--- config.mk ---
export PLATFORM = sky130hd
export DESIGN_NAME = mem_arbiter_flat
export DESIGN_NICKNAME = d
export VERILOG_FILES = /design/src/rtl/mem_arbiter_if.sv /design/src/rtl/mem_arbiter.sv /design/src/flat_wrapper.sv
export SDC_FILE = /design/constraint.sdc
export NUM_CORES = 1
export LEC_CHECK = 0
export ABC_CLOCK_PERIOD_IN_PS = 2400
export BUFFER_PORTS_ARGS = -buffer_cell sky130_fd_sc_hd__buf_2
export CAP_MARGIN = 20
export CORE_ASPECT_RATIO = 0.9
export CORE_MARGIN = 5
export CORE_UTILIZATION = 35
export CTS_CLUSTER_DIAMETER = 200
export DETAILED_ROUTE_END_ITERATION = 8
export PLACE_DENSITY = 0.67
export SYNTH_ARGS = -nofsm -noshare
export SYNTH_HDL_FRONTEND = slang
export SYNTH_SLANG_ARGS = --single-unit
--- constraint.sdc ---
create_clock -name clk -period 2.4 [get_ports clk]
set_input_delay 0.12 -clock clk [delete_from_list [all_inputs] [get_ports clk]]
set_output_delay 0.12 -clock clk [all_outputs]
set_load 0.05 [all_outputs]
--- src/rtl/mem_arbiter_if.sv ---
// Bundle of the IFU, LSU and memory-port handshakes around mem_arbiter.
// The arb modport is the arbiter's view; env is the view of whatever drives it.
interface mem_arbiter_if;
    logic        ifu_req_valid;
    logic        ifu_req_ready;
    logic [31:0] ifu_addr;
    logic        ifu_rsp_valid;
    logic [31:0] ifu_rdata;

    logic        lsu_req_valid;
    logic        lsu_req_ready;
    logic [31:0] lsu_addr;
    logic        lsu_wen;
    logic [31:0] lsu_wdata;
    logic [7:0]  lsu_wmask;
    logic [1:0]  lsu_size;
    logic        lsu_rsp_valid;
    logic [31:0] lsu_rdata;

    logic        mem_req_valid;
    logic        mem_req_ready;
    logic [31:0] mem_addr;
    logic        mem_wen;
    logic [31:0] mem_wdata;
    logic [7:0]  mem_wmask;
    logic [1:0]  mem_size;
    logic        mem_rsp_valid;
    logic [31:0] mem_rdata;

    logic        timeout;

    modport arb (
        input  ifu_req_valid, ifu_addr,
        input  lsu_req_valid, lsu_addr, lsu_wen, lsu_wdata, lsu_wmask, lsu_size,
        input  mem_req_ready, mem_rsp_valid, mem_rdata,
        output ifu_req_ready, ifu_rsp_valid, ifu_rdata,
        output lsu_req_ready, lsu_rsp_valid, lsu_rdata,
        output mem_req_valid, mem_addr, mem_wen, mem_wdata, mem_wmask, mem_size,
        output timeout
    );

    modport env (
        output ifu_req_valid, ifu_addr,
        output lsu_req_valid, lsu_addr, lsu_wen, lsu_wdata, lsu_wmask, lsu_size,
        output mem_req_ready, mem_rsp_valid, mem_rdata,
        input  ifu_req_ready, ifu_rsp_valid, ifu_rdata,
        input  lsu_req_ready, lsu_rsp_valid, lsu_rdata,
        input  mem_req_valid, mem_addr, mem_wen, mem_wdata, mem_wmask, mem_size,
        input  timeout
    );
endinterface

--- src/rtl/mem_arbiter.sv ---
// IFU/LSU arbiter for the single pmem port: one outstanding transaction, sticky response timeout.
// Define MEM_ARB_RR_EN for round-robin arbitration; otherwise LSU has fixed priority over IFU.
module mem_arbiter #(
    parameter int TIMEOUT = 255
) (
    input  logic       clk,
    input  logic       reset,
    mem_arbiter_if.arb bus
);

    typedef enum logic [1:0] {
        IDLE = 2'd0,
        REQ  = 2'd1,
        WAIT = 2'd2
    } state_t;

    localparam logic OWNER_IFU = 1'b0;
    localparam logic OWNER_LSU = 1'b1;
    localparam logic [16:0] TIMEOUT_LIMIT = 17'(TIMEOUT);

    state_t      r_state;
    logic        r_owner;
    logic        r_memReqValid;
    logic [31:0] r_addr;
    logic        r_wen;
    logic [31:0] r_wdata;
    logic [7:0]  r_wmask;
    logic [1:0]  r_size;
    logic [15:0] r_waitCount;
    logic        r_timeout;

    logic        w_anyReq;
    logic        w_grantLsu;
    logic        w_accept;
    logic        w_inWait;
    logic        w_rspHit;
    logic        w_expire;
    logic        w_rspFire;
    logic [16:0] w_waitNext;

`ifdef MEM_ARB_RR_EN
    logic        r_rrPtr;

    // r_rrPtr names the preferred requester; it only matters when both ask at once.
    assign w_grantLsu = (bus.ifu_req_valid && bus.lsu_req_valid) ? r_rrPtr : bus.lsu_req_valid;
`else
    assign w_grantLsu = bus.lsu_req_valid;
`endif

    assign w_anyReq   = bus.ifu_req_valid || bus.lsu_req_valid;
    assign w_accept   = (r_state == IDLE) && w_anyReq && !reset;

    assign bus.ifu_req_ready = w_accept && !w_grantLsu;
    assign bus.lsu_req_ready = w_accept && w_grantLsu;

    // A response arriving in the very cycle the budget runs out still counts as a normal response.
    assign w_inWait   = (r_state == WAIT) && !reset;
    assign w_waitNext = {1'b0, r_waitCount} + 17'd1;
    assign w_rspHit   = w_inWait && bus.mem_rsp_valid;
    assign w_expire   = w_inWait && !bus.mem_rsp_valid && (w_waitNext == TIMEOUT_LIMIT);
    assign w_rspFire  = w_rspHit || w_expire;

    assign bus.ifu_rsp_valid = w_rspFire && (r_owner == OWNER_IFU);
    assign bus.lsu_rsp_valid = w_rspFire && (r_owner == OWNER_LSU);
    assign bus.ifu_rdata     = (w_rspHit && (r_owner == OWNER_IFU)) ? bus.mem_rdata : 32'd0;
    assign bus.lsu_rdata     = (w_rspHit && (r_owner == OWNER_LSU)) ? bus.mem_rdata : 32'd0;

    assign bus.mem_req_valid = r_memReqValid;
    assign bus.mem_addr      = r_addr;
    assign bus.mem_wen       = r_wen;
    assign bus.mem_wdata     = r_wdata;
    assign bus.mem_wmask     = r_wmask;
    assign bus.mem_size      = r_size;
    assign bus.timeout       = r_timeout;

    // Holding registers load only on a grant, so the memory sees stable fields until it accepts.
    always_ff @(posedge clk) begin
        if (reset) begin
            r_state       <= IDLE;
            r_owner       <= OWNER_IFU;
            r_memReqValid <= 1'b0;
            r_addr        <= 32'd0;
            r_wen         <= 1'b0;
            r_wdata       <= 32'd0;
            r_wmask       <= 8'd0;
            r_size        <= 2'd0;
            r_waitCount   <= 16'd0;
            r_timeout     <= 1'b0;
`ifdef MEM_ARB_RR_EN
            r_rrPtr       <= OWNER_IFU;
`endif
        end else begin
            case (r_state)
                IDLE: begin
                    if (w_accept) begin
                        r_state       <= REQ;
                        r_memReqValid <= 1'b1;
                        r_owner       <= w_grantLsu;
`ifdef MEM_ARB_RR_EN
                        r_rrPtr       <= ~w_grantLsu;
`endif
                        if (w_grantLsu) begin
                            r_addr  <= bus.lsu_addr;
                            r_wen   <= bus.lsu_wen;
                            r_wdata <= bus.lsu_wdata;
                            r_wmask <= bus.lsu_wmask;
                            r_size  <= bus.lsu_size;
                        end else begin
                            r_addr  <= bus.ifu_addr;
                            r_wen   <= 1'b0;
                            r_wdata <= 32'd0;
                            r_wmask <= 8'd0;
                            r_size  <= 2'd2;
                        end
                    end
                end
                REQ: begin
                    if (bus.mem_req_ready) begin
                        r_state       <= WAIT;
                        r_memReqValid <= 1'b0;
                        r_waitCount   <= 16'd0;
                    end
                end
                WAIT: begin
                    if (w_rspHit) begin
                        r_state <= IDLE;
                    end else if (w_expire) begin
                        r_state   <= IDLE;
                        r_timeout <= 1'b1;
                    end else begin
                        r_waitCount <= r_waitCount + 16'd1;
                    end
                end
                default: begin
                    r_state       <= IDLE;
                    r_memReqValid <= 1'b0;
                end
            endcase
        end
    end

endmodule
--- src/flat_wrapper.sv ---
// flat-port wrapper written by rule: the top's interface ports become plain ports
module mem_arbiter_flat 
#(
    parameter int TIMEOUT = 255
)
  (clk, reset, bus_ifu_req_valid, bus_ifu_addr, bus_lsu_req_valid, bus_lsu_addr, bus_lsu_wen, bus_lsu_wdata, bus_lsu_wmask, bus_lsu_size, bus_mem_req_ready, bus_mem_rsp_valid, bus_mem_rdata, bus_ifu_req_ready, bus_ifu_rsp_valid, bus_ifu_rdata, bus_lsu_req_ready, bus_lsu_rsp_valid, bus_lsu_rdata, bus_mem_req_valid, bus_mem_addr, bus_mem_wen, bus_mem_wdata, bus_mem_wmask, bus_mem_size, bus_timeout);
  mem_arbiter_if bus_i ();
  input  logic clk;
  input  logic reset;
  input wire logic [$bits(bus_i.ifu_req_valid)-1:0] bus_ifu_req_valid;
  input wire logic [$bits(bus_i.ifu_addr)-1:0] bus_ifu_addr;
  input wire logic [$bits(bus_i.lsu_req_valid)-1:0] bus_lsu_req_valid;
  input wire logic [$bits(bus_i.lsu_addr)-1:0] bus_lsu_addr;
  input wire logic [$bits(bus_i.lsu_wen)-1:0] bus_lsu_wen;
  input wire logic [$bits(bus_i.lsu_wdata)-1:0] bus_lsu_wdata;
  input wire logic [$bits(bus_i.lsu_wmask)-1:0] bus_lsu_wmask;
  input wire logic [$bits(bus_i.lsu_size)-1:0] bus_lsu_size;
  input wire logic [$bits(bus_i.mem_req_ready)-1:0] bus_mem_req_ready;
  input wire logic [$bits(bus_i.mem_rsp_valid)-1:0] bus_mem_rsp_valid;
  input wire logic [$bits(bus_i.mem_rdata)-1:0] bus_mem_rdata;
  output wire logic [$bits(bus_i.ifu_req_ready)-1:0] bus_ifu_req_ready;
  output wire logic [$bits(bus_i.ifu_rsp_valid)-1:0] bus_ifu_rsp_valid;
  output wire logic [$bits(bus_i.ifu_rdata)-1:0] bus_ifu_rdata;
  output wire logic [$bits(bus_i.lsu_req_ready)-1:0] bus_lsu_req_ready;
  output wire logic [$bits(bus_i.lsu_rsp_valid)-1:0] bus_lsu_rsp_valid;
  output wire logic [$bits(bus_i.lsu_rdata)-1:0] bus_lsu_rdata;
  output wire logic [$bits(bus_i.mem_req_valid)-1:0] bus_mem_req_valid;
  output wire logic [$bits(bus_i.mem_addr)-1:0] bus_mem_addr;
  output wire logic [$bits(bus_i.mem_wen)-1:0] bus_mem_wen;
  output wire logic [$bits(bus_i.mem_wdata)-1:0] bus_mem_wdata;
  output wire logic [$bits(bus_i.mem_wmask)-1:0] bus_mem_wmask;
  output wire logic [$bits(bus_i.mem_size)-1:0] bus_mem_size;
  output wire logic [$bits(bus_i.timeout)-1:0] bus_timeout;
  assign bus_i.ifu_req_valid = bus_ifu_req_valid;
  assign bus_i.ifu_addr = bus_ifu_addr;
  assign bus_i.lsu_req_valid = bus_lsu_req_valid;
  assign bus_i.lsu_addr = bus_lsu_addr;
  assign bus_i.lsu_wen = bus_lsu_wen;
  assign bus_i.lsu_wdata = bus_lsu_wdata;
  assign bus_i.lsu_wmask = bus_lsu_wmask;
  assign bus_i.lsu_size = bus_lsu_size;
  assign bus_i.mem_req_ready = bus_mem_req_ready;
  assign bus_i.mem_rsp_valid = bus_mem_rsp_valid;
  assign bus_i.mem_rdata = bus_mem_rdata;
  assign bus_ifu_req_ready = bus_i.ifu_req_ready;
  assign bus_ifu_rsp_valid = bus_i.ifu_rsp_valid;
  assign bus_ifu_rdata = bus_i.ifu_rdata;
  assign bus_lsu_req_ready = bus_i.lsu_req_ready;
  assign bus_lsu_rsp_valid = bus_i.lsu_rsp_valid;
  assign bus_lsu_rdata = bus_i.lsu_rdata;
  assign bus_mem_req_valid = bus_i.mem_req_valid;
  assign bus_mem_addr = bus_i.mem_addr;
  assign bus_mem_wen = bus_i.mem_wen;
  assign bus_mem_wdata = bus_i.mem_wdata;
  assign bus_mem_wmask = bus_i.mem_wmask;
  assign bus_mem_size = bus_i.mem_size;
  assign bus_timeout = bus_i.timeout;
  mem_arbiter #(.TIMEOUT(TIMEOUT)) u_core (.clk(clk), .reset(reset), .bus(bus_i));
endmodule
## Word level (Yosys, flattened, before mapping)

Cells that the tools add are included.

| storage, ports and cells | value |
|---|---|
| word-level logic and storage cells | 66 |
| input bits | 145 |
| bits in registers | 96 |
| output and inout bits | 145 |

| cells by class | value |
|---|---|
| bitwise operators | 3 |
| reduce and logical (&&, ||, !) cells | 24 |
| equality and inequality tests | 8 |
| mux-type cells | 19 |
| add/subtract/negate cells | 2 |

Operator list:

| kind | count |
|---|---|
| $mux W32 | 4 |
| $mux W16 | 3 |
| $pmux W16 S2 | 1 |
| $add A16 B1 Y17 const B | 1 |
| $eq A17 B8 Y1 const B | 1 |
| $add A16 B1 Y16 const B | 1 |
| $logic_and A1 B1 Y1 | 12 |
| $mux W2 | 5 |
| $reduce_and A3 Y1 | 3 |
| $mux W8 | 1 |
| $ne A2 B2 Y1 const B | 3 |
| $pmux W2 S3 | 1 |
| $reduce_and A4 Y1 | 1 |
| $logic_not A1 Y1 | 3 |
| $mux W1 | 3 |
| $ne A3 B1 Y1 const B | 1 |
| $not A1 Y1 | 3 |
| $pmux W1 S3 | 1 |
| $eq A2 B1 Y1 const B | 1 |
| $eq A2 B2 Y1 const B | 1 |
| $logic_not A2 Y1 | 1 |
| $logic_or A1 B1 Y1 | 2 |
| $ne A2 B1 Y1 const B | 1 |
| $reduce_and A2 Y1 | 1 |
| $reduce_bool A2 Y1 | 1 |

## Longest topological paths before layout

| depth | value |
|---|---|
| depth in word-level cells | 7 |
| depth in mapped cells | 10 |
| mapped depth without buffers | 8 |

## Worst setup path after synthesis

No wires, ideal clock.

| timing | value |
|---|---|
| path kind | register to output |
| start point | reg u_core.r_waitCount[0] |
| end point | out bus_lsu_rsp_valid |
| path slack | -0.833 ns |
| stages on the path, launching flop included | 9 |
| data arrival time | 3.113 ns |
| data required time | 2.280 ns |
| cell sequence | dfxtp_1 ha_1 and4_1 buf_6 nand4_4 a2111oi_4 o2111ai_2 or2_2 a21boi_0 |

| on the way | value |
|---|---|
| cells in the longest elaborated chain, start to end | 5 |

RTL lines:

| what | RTL line | source |
|---|---|---|
| start, declared | mem_arbiter.sv:29 | `logic [15:0] r_waitCount;` |
| start signal, assigned | mem_arbiter.sv:131 | `r_waitCount <= r_waitCount + 16'd1;` |
| $add A16 B1 Y17 | mem_arbiter.sv:58 | `assign w_waitNext = {1'b0, r_waitCount} + 17'd1;` |
| $eq A17 B8 Y1 | mem_arbiter.sv:60 | `assign w_expire = w_inWait && !bus.mem_rsp_valid && (w_waitNext == TIMEOUT_LIMIT);` |
| $logic_and A1 B1 Y1 | mem_arbiter.sv:60 |  |
| $logic_or A1 B1 Y1 | mem_arbiter.sv:61 | `assign w_rspFire = w_rspHit \|\| w_expire;` |
| $logic_and A1 B1 Y1 | mem_arbiter.sv:64 | `assign bus.lsu_rsp_valid = w_rspFire && (r_owner == OWNER_LSU);` |
| end, declared | flat_wrapper.sv:25 | `output wire logic [$bits(bus_i.lsu_rsp_valid)-1:0] bus_lsu_rsp_valid;` |

Every way passes these cells.

## Worst setup path after layout

| timing | value |
|---|---|
| start point | reg u_core.r_waitCount[1] |
| end point | out bus_lsu_rsp_valid |

Same word-level chain as after synthesis.

==> key figures <==
Hold path
  – Worst Hold Class: in2reg
  – Hold Startpoint: bus_lsu_wdata[14]

Placed design
  – Placer's final routability congestion estimate: 0.870
  – Port bufs: 289
  – Dpl hpwl: 11.0 mm
  – Placed insts: 1003

Die
  – Die Y: 120 µm
  – Die area: 15800 µm²
  – Top-Level Pins: 290
  – Die W: about 130 µm
  – Core Rows: 40
  – Initial core utilization: 35.4%
  – Core region area: 13200 µm²

STA
  – Worst Tran Pin Value: 0.927 ns
  – Hold Slack: 0.0351 ns
  – RSZ-0062 raised after global routing: yes
  – Period utilisation layout: 100%
  – Slew Viols, Final: 0
  – Clock Skew: 0.0100 ns
  – Tmin final: 2.40 ns
  – Final hold viol count: 0
  – FMAX: 416 MHz
  – Setup WS post-layout: -0.00249 ns
  – Final setup vio count: 1
  – Max_slew headroom: 38.2%

Final layout
  – Share of layout cells above drive strength 1: 43.2%
  – Register area: 1930 µm²
  – Fill cell count: 1311
  – Area Overhead vs Synth: 45.1%
  – Final Net Count: roughly 1000
  – Final cell count without fillers: a little over 1000
  – N_diodes: 0
  – Multi-input logic area: 2640 µm²

Logic synthesis
  – Post-Syn Area per Cell: 8.19 µm²
  – Top cells by area, synth: dfxtp_1, and2_1, mux2i_1
  – Top FF cell, synth: dfxtp_1
  – Sequential area share after synthesis: 41.0%
  – Yosys Warn Count: 0
  – Mapped Cells: 572
  – Post-Syn Area: between 4000 and 5000 µm²
  – Top-count cell post-synth: dfxtp_1
  – Cell variety after synth: 48
  – Post-synth ARST share: 0%
  – Largest area contributor in the netlist: dfxtp_1
  – Commonest cells in the netlist: dfxtp_1, and2_1, nand2_1
  – Syn Nets: 719
  – Post-synth EDFFs: 0
  – Register bit total from synthesis: 96
  – Area fraction of the dominant cell type after synthesis: ~41%

Global routing
  – First-pass GRT wire length: 22.7 mm
  – Antenna violations before repair: 0
  – GR Util All Layers: 17.2%
  – Vias in the first global route: 4581
  – Largest net degree at the start of global routing: 85
  – GRT overflow: 0

Critical path
  – Reg-to-reg slack, setup: 0.11 ns
  – Critical Path Source Type: flip-flop
  – Critical path class: reg2out
  – R2R depth: 9
  – Crit end category: output port
  – Critical path fanouts, max: 3
  – Worst r2r src: u_core.r_waitCount[1]$_SDFFE_PP0P_
  – Worst EP arrival: 2.28 ns
  – Setup crit start: u_core.r_waitCount[1]$_SDFFE_PP0P_
  – CP required: 2.28 ns
  – Critical path endpoint: bus_lsu_rsp_valid
  – RR Endpoint: u_core.r_waitCount[7]$_SDFFE_PP0P_

Run status
  – Status: finished, violations left
  – Failing checks: negative setup slack

Drt
  – Post-DR vias/cell: between 4 and 5
  – Detailed Route Iter0 Violations: 272
  – Final wirelength: approximately 14 mm
  – DRC viols: 0
  – Drt first pass iters: 4
  – Drt wl/cell: 14.1 µm
  – DR vias: 4900
  – Post-route ant nets: 0

Clock network
  – Max clock buf depth: 2
  – CTS tree: built
  – TritonCTS Sinks: between 90 and 100
  – Number of buffers created by CTS: 9
  – H-tree levels: 3
  – Root Buffer: clkbuf_16
  – Clock Latency Late Sink: about 0.35 ns
  – Worst-path clk slew: 0.07 ns
  – # hold bufs at CTS: 0

Flow run
  – Maxcap violations: 0

Power and ir drop
  – Leak: 0.00333 µW
  – Worst IR Drop VDD: 0.000402 V
  – PwrDens: between 600 and 700 nW/µm²
[state kept, by name (all words and copies together), names as in the netlist, 2 cells and up]
name	flops
u_core.r_waitCount	16
u_core.r_state	2
u_core.bus.mem_addr	32
u_core.bus.mem_wdata	32
u_core.bus.mem_size	2
u_core.bus.mem_wmask	8
[kinds of logic after synthesis]
family	count (synthesis)	share of synthesized area, %
compound gates	116	16.0
xor+xnor	7	1.31
fa+ha+maj	2	0.534
buf+inv	52	4.92
flops	96	41.0
mux	33	7.05
simple gates	266	29.2
[where the power goes]
part / leakage [µW] / internal (µW) / switching, µW
sequential: 0.000793 / 1720 / 64.4
clock: 0.000154 / 830 / 651
combinational: 0.00238 / 330 / 814
total: 0.00333 / 2880 / 1530
[cell usage in the layout, fill, tap and decap left out, types with 3 or more instances in the layout]
master,synthesis,routed
a211oi_1,32,32
a21oi_1,49,48
and2_1,66,66
buf_2,1,286
buf_4,5,24
buf_6,2,3
clkbuf_16,0,9
dfxtp_1,96,87
dfxtp_2,0,9
inv_1,4,4
mux2i_1,33,32
nand2_1,62,62
nand2b_1,3,3
nand3_1,55,54
nand4_1,8,8
nor2_1,48,47
nor3_1,4,4
nor3b_2,1,3
o21ai_0,18,17
or2_2,4,3
xnor2_1,5,5
[metal layers]
| layer | global-route usage [%] | wire [µm] | up-vias |
|---|---|---|---|
| met5 | 0 | 0 | - |
| met3 | 7.50 | 1290 | 12 |
| met4 | 3.60 | 150 | 0 |
| li1 | - | - | 2538 |
| met2 | 28.6 | 6930 | 189 |
| met1 | 20.6 | 6040 | 2161 |
[worst max-delay path, cell delays in order (launching register included)]
cell and delay (ns):
dfxtp_2 0.34, ha_4 0.16, nand4_1 0.19, o21ai_2 0.10, a2111oi_4 0.36, o2111ai_2 0.17, or2_4 0.30, a21boi_4 0.16
buf_6 0.17
[through the flow]
stage | setup slack, ns | total power (µW) | instance area (µm²) | TNS [ns] | utilization, %
3_3_place_gp | 0.0910 | 2970 | 6370 | 0 | 48.2
3_5_place_dp | 0.0343 | 2980 | 6370 | 0 | 48.2
4_1_cts | -0.0642 | 4470 | 6750 | -0.0962 | 51.1
6_report | -0.00249 | 4410 | 6800 | -0.00249 | 51.4
5_1_grt | -0.123 | 4630 | 6800 | -0.301 | 51.4
2_1_floorplan | -0.00451 | 2610 | 4720 | -0.00451 | -
[cell type report]
class / count / share of cell area, %
Timing Repair Buffer: 315 / 24.8
Inverter: 4 / 0.221
Sequential cell: 96 / 28.4
Clock buffer: 9 / 3.31
Tap cell: 168 / 3.09
Multi-Input combinational cell: 424 / 38.9
Clock inverter: 7 / 1.23
[worst min path at each step]
stage                                                        to  slack, ns  cells past startpoint
after floorplan             u_core.bus.mem_size[0]$_SDFFE_PP0P_       0.29                      2
after global placement     u_core.bus.mem_wdata[6]$_SDFFE_PP0P_       0.40                      3
after detailed placement   u_core.bus.mem_wmask[2]$_SDFFE_PP0P_       0.40                      3
after CTS                 u_core.bus.mem_wdata[14]$_SDFFE_PP0P_       0.02                      3
after global routing      u_core.bus.mem_wdata[15]$_SDFFE_PP0P_       0.02                      3
final                     u_core.bus.mem_wdata[14]$_SDFFE_PP0P_       0.04                      3
[timing repair]
item,CTS,global route
pin swaps,4,3
setup buffers,2,2
endpoints found under the hold margin,0,0
setup endpoints to repair,2,41
resized for setup,18,7
Note: power is estimated with default switching activity, not from simulation.
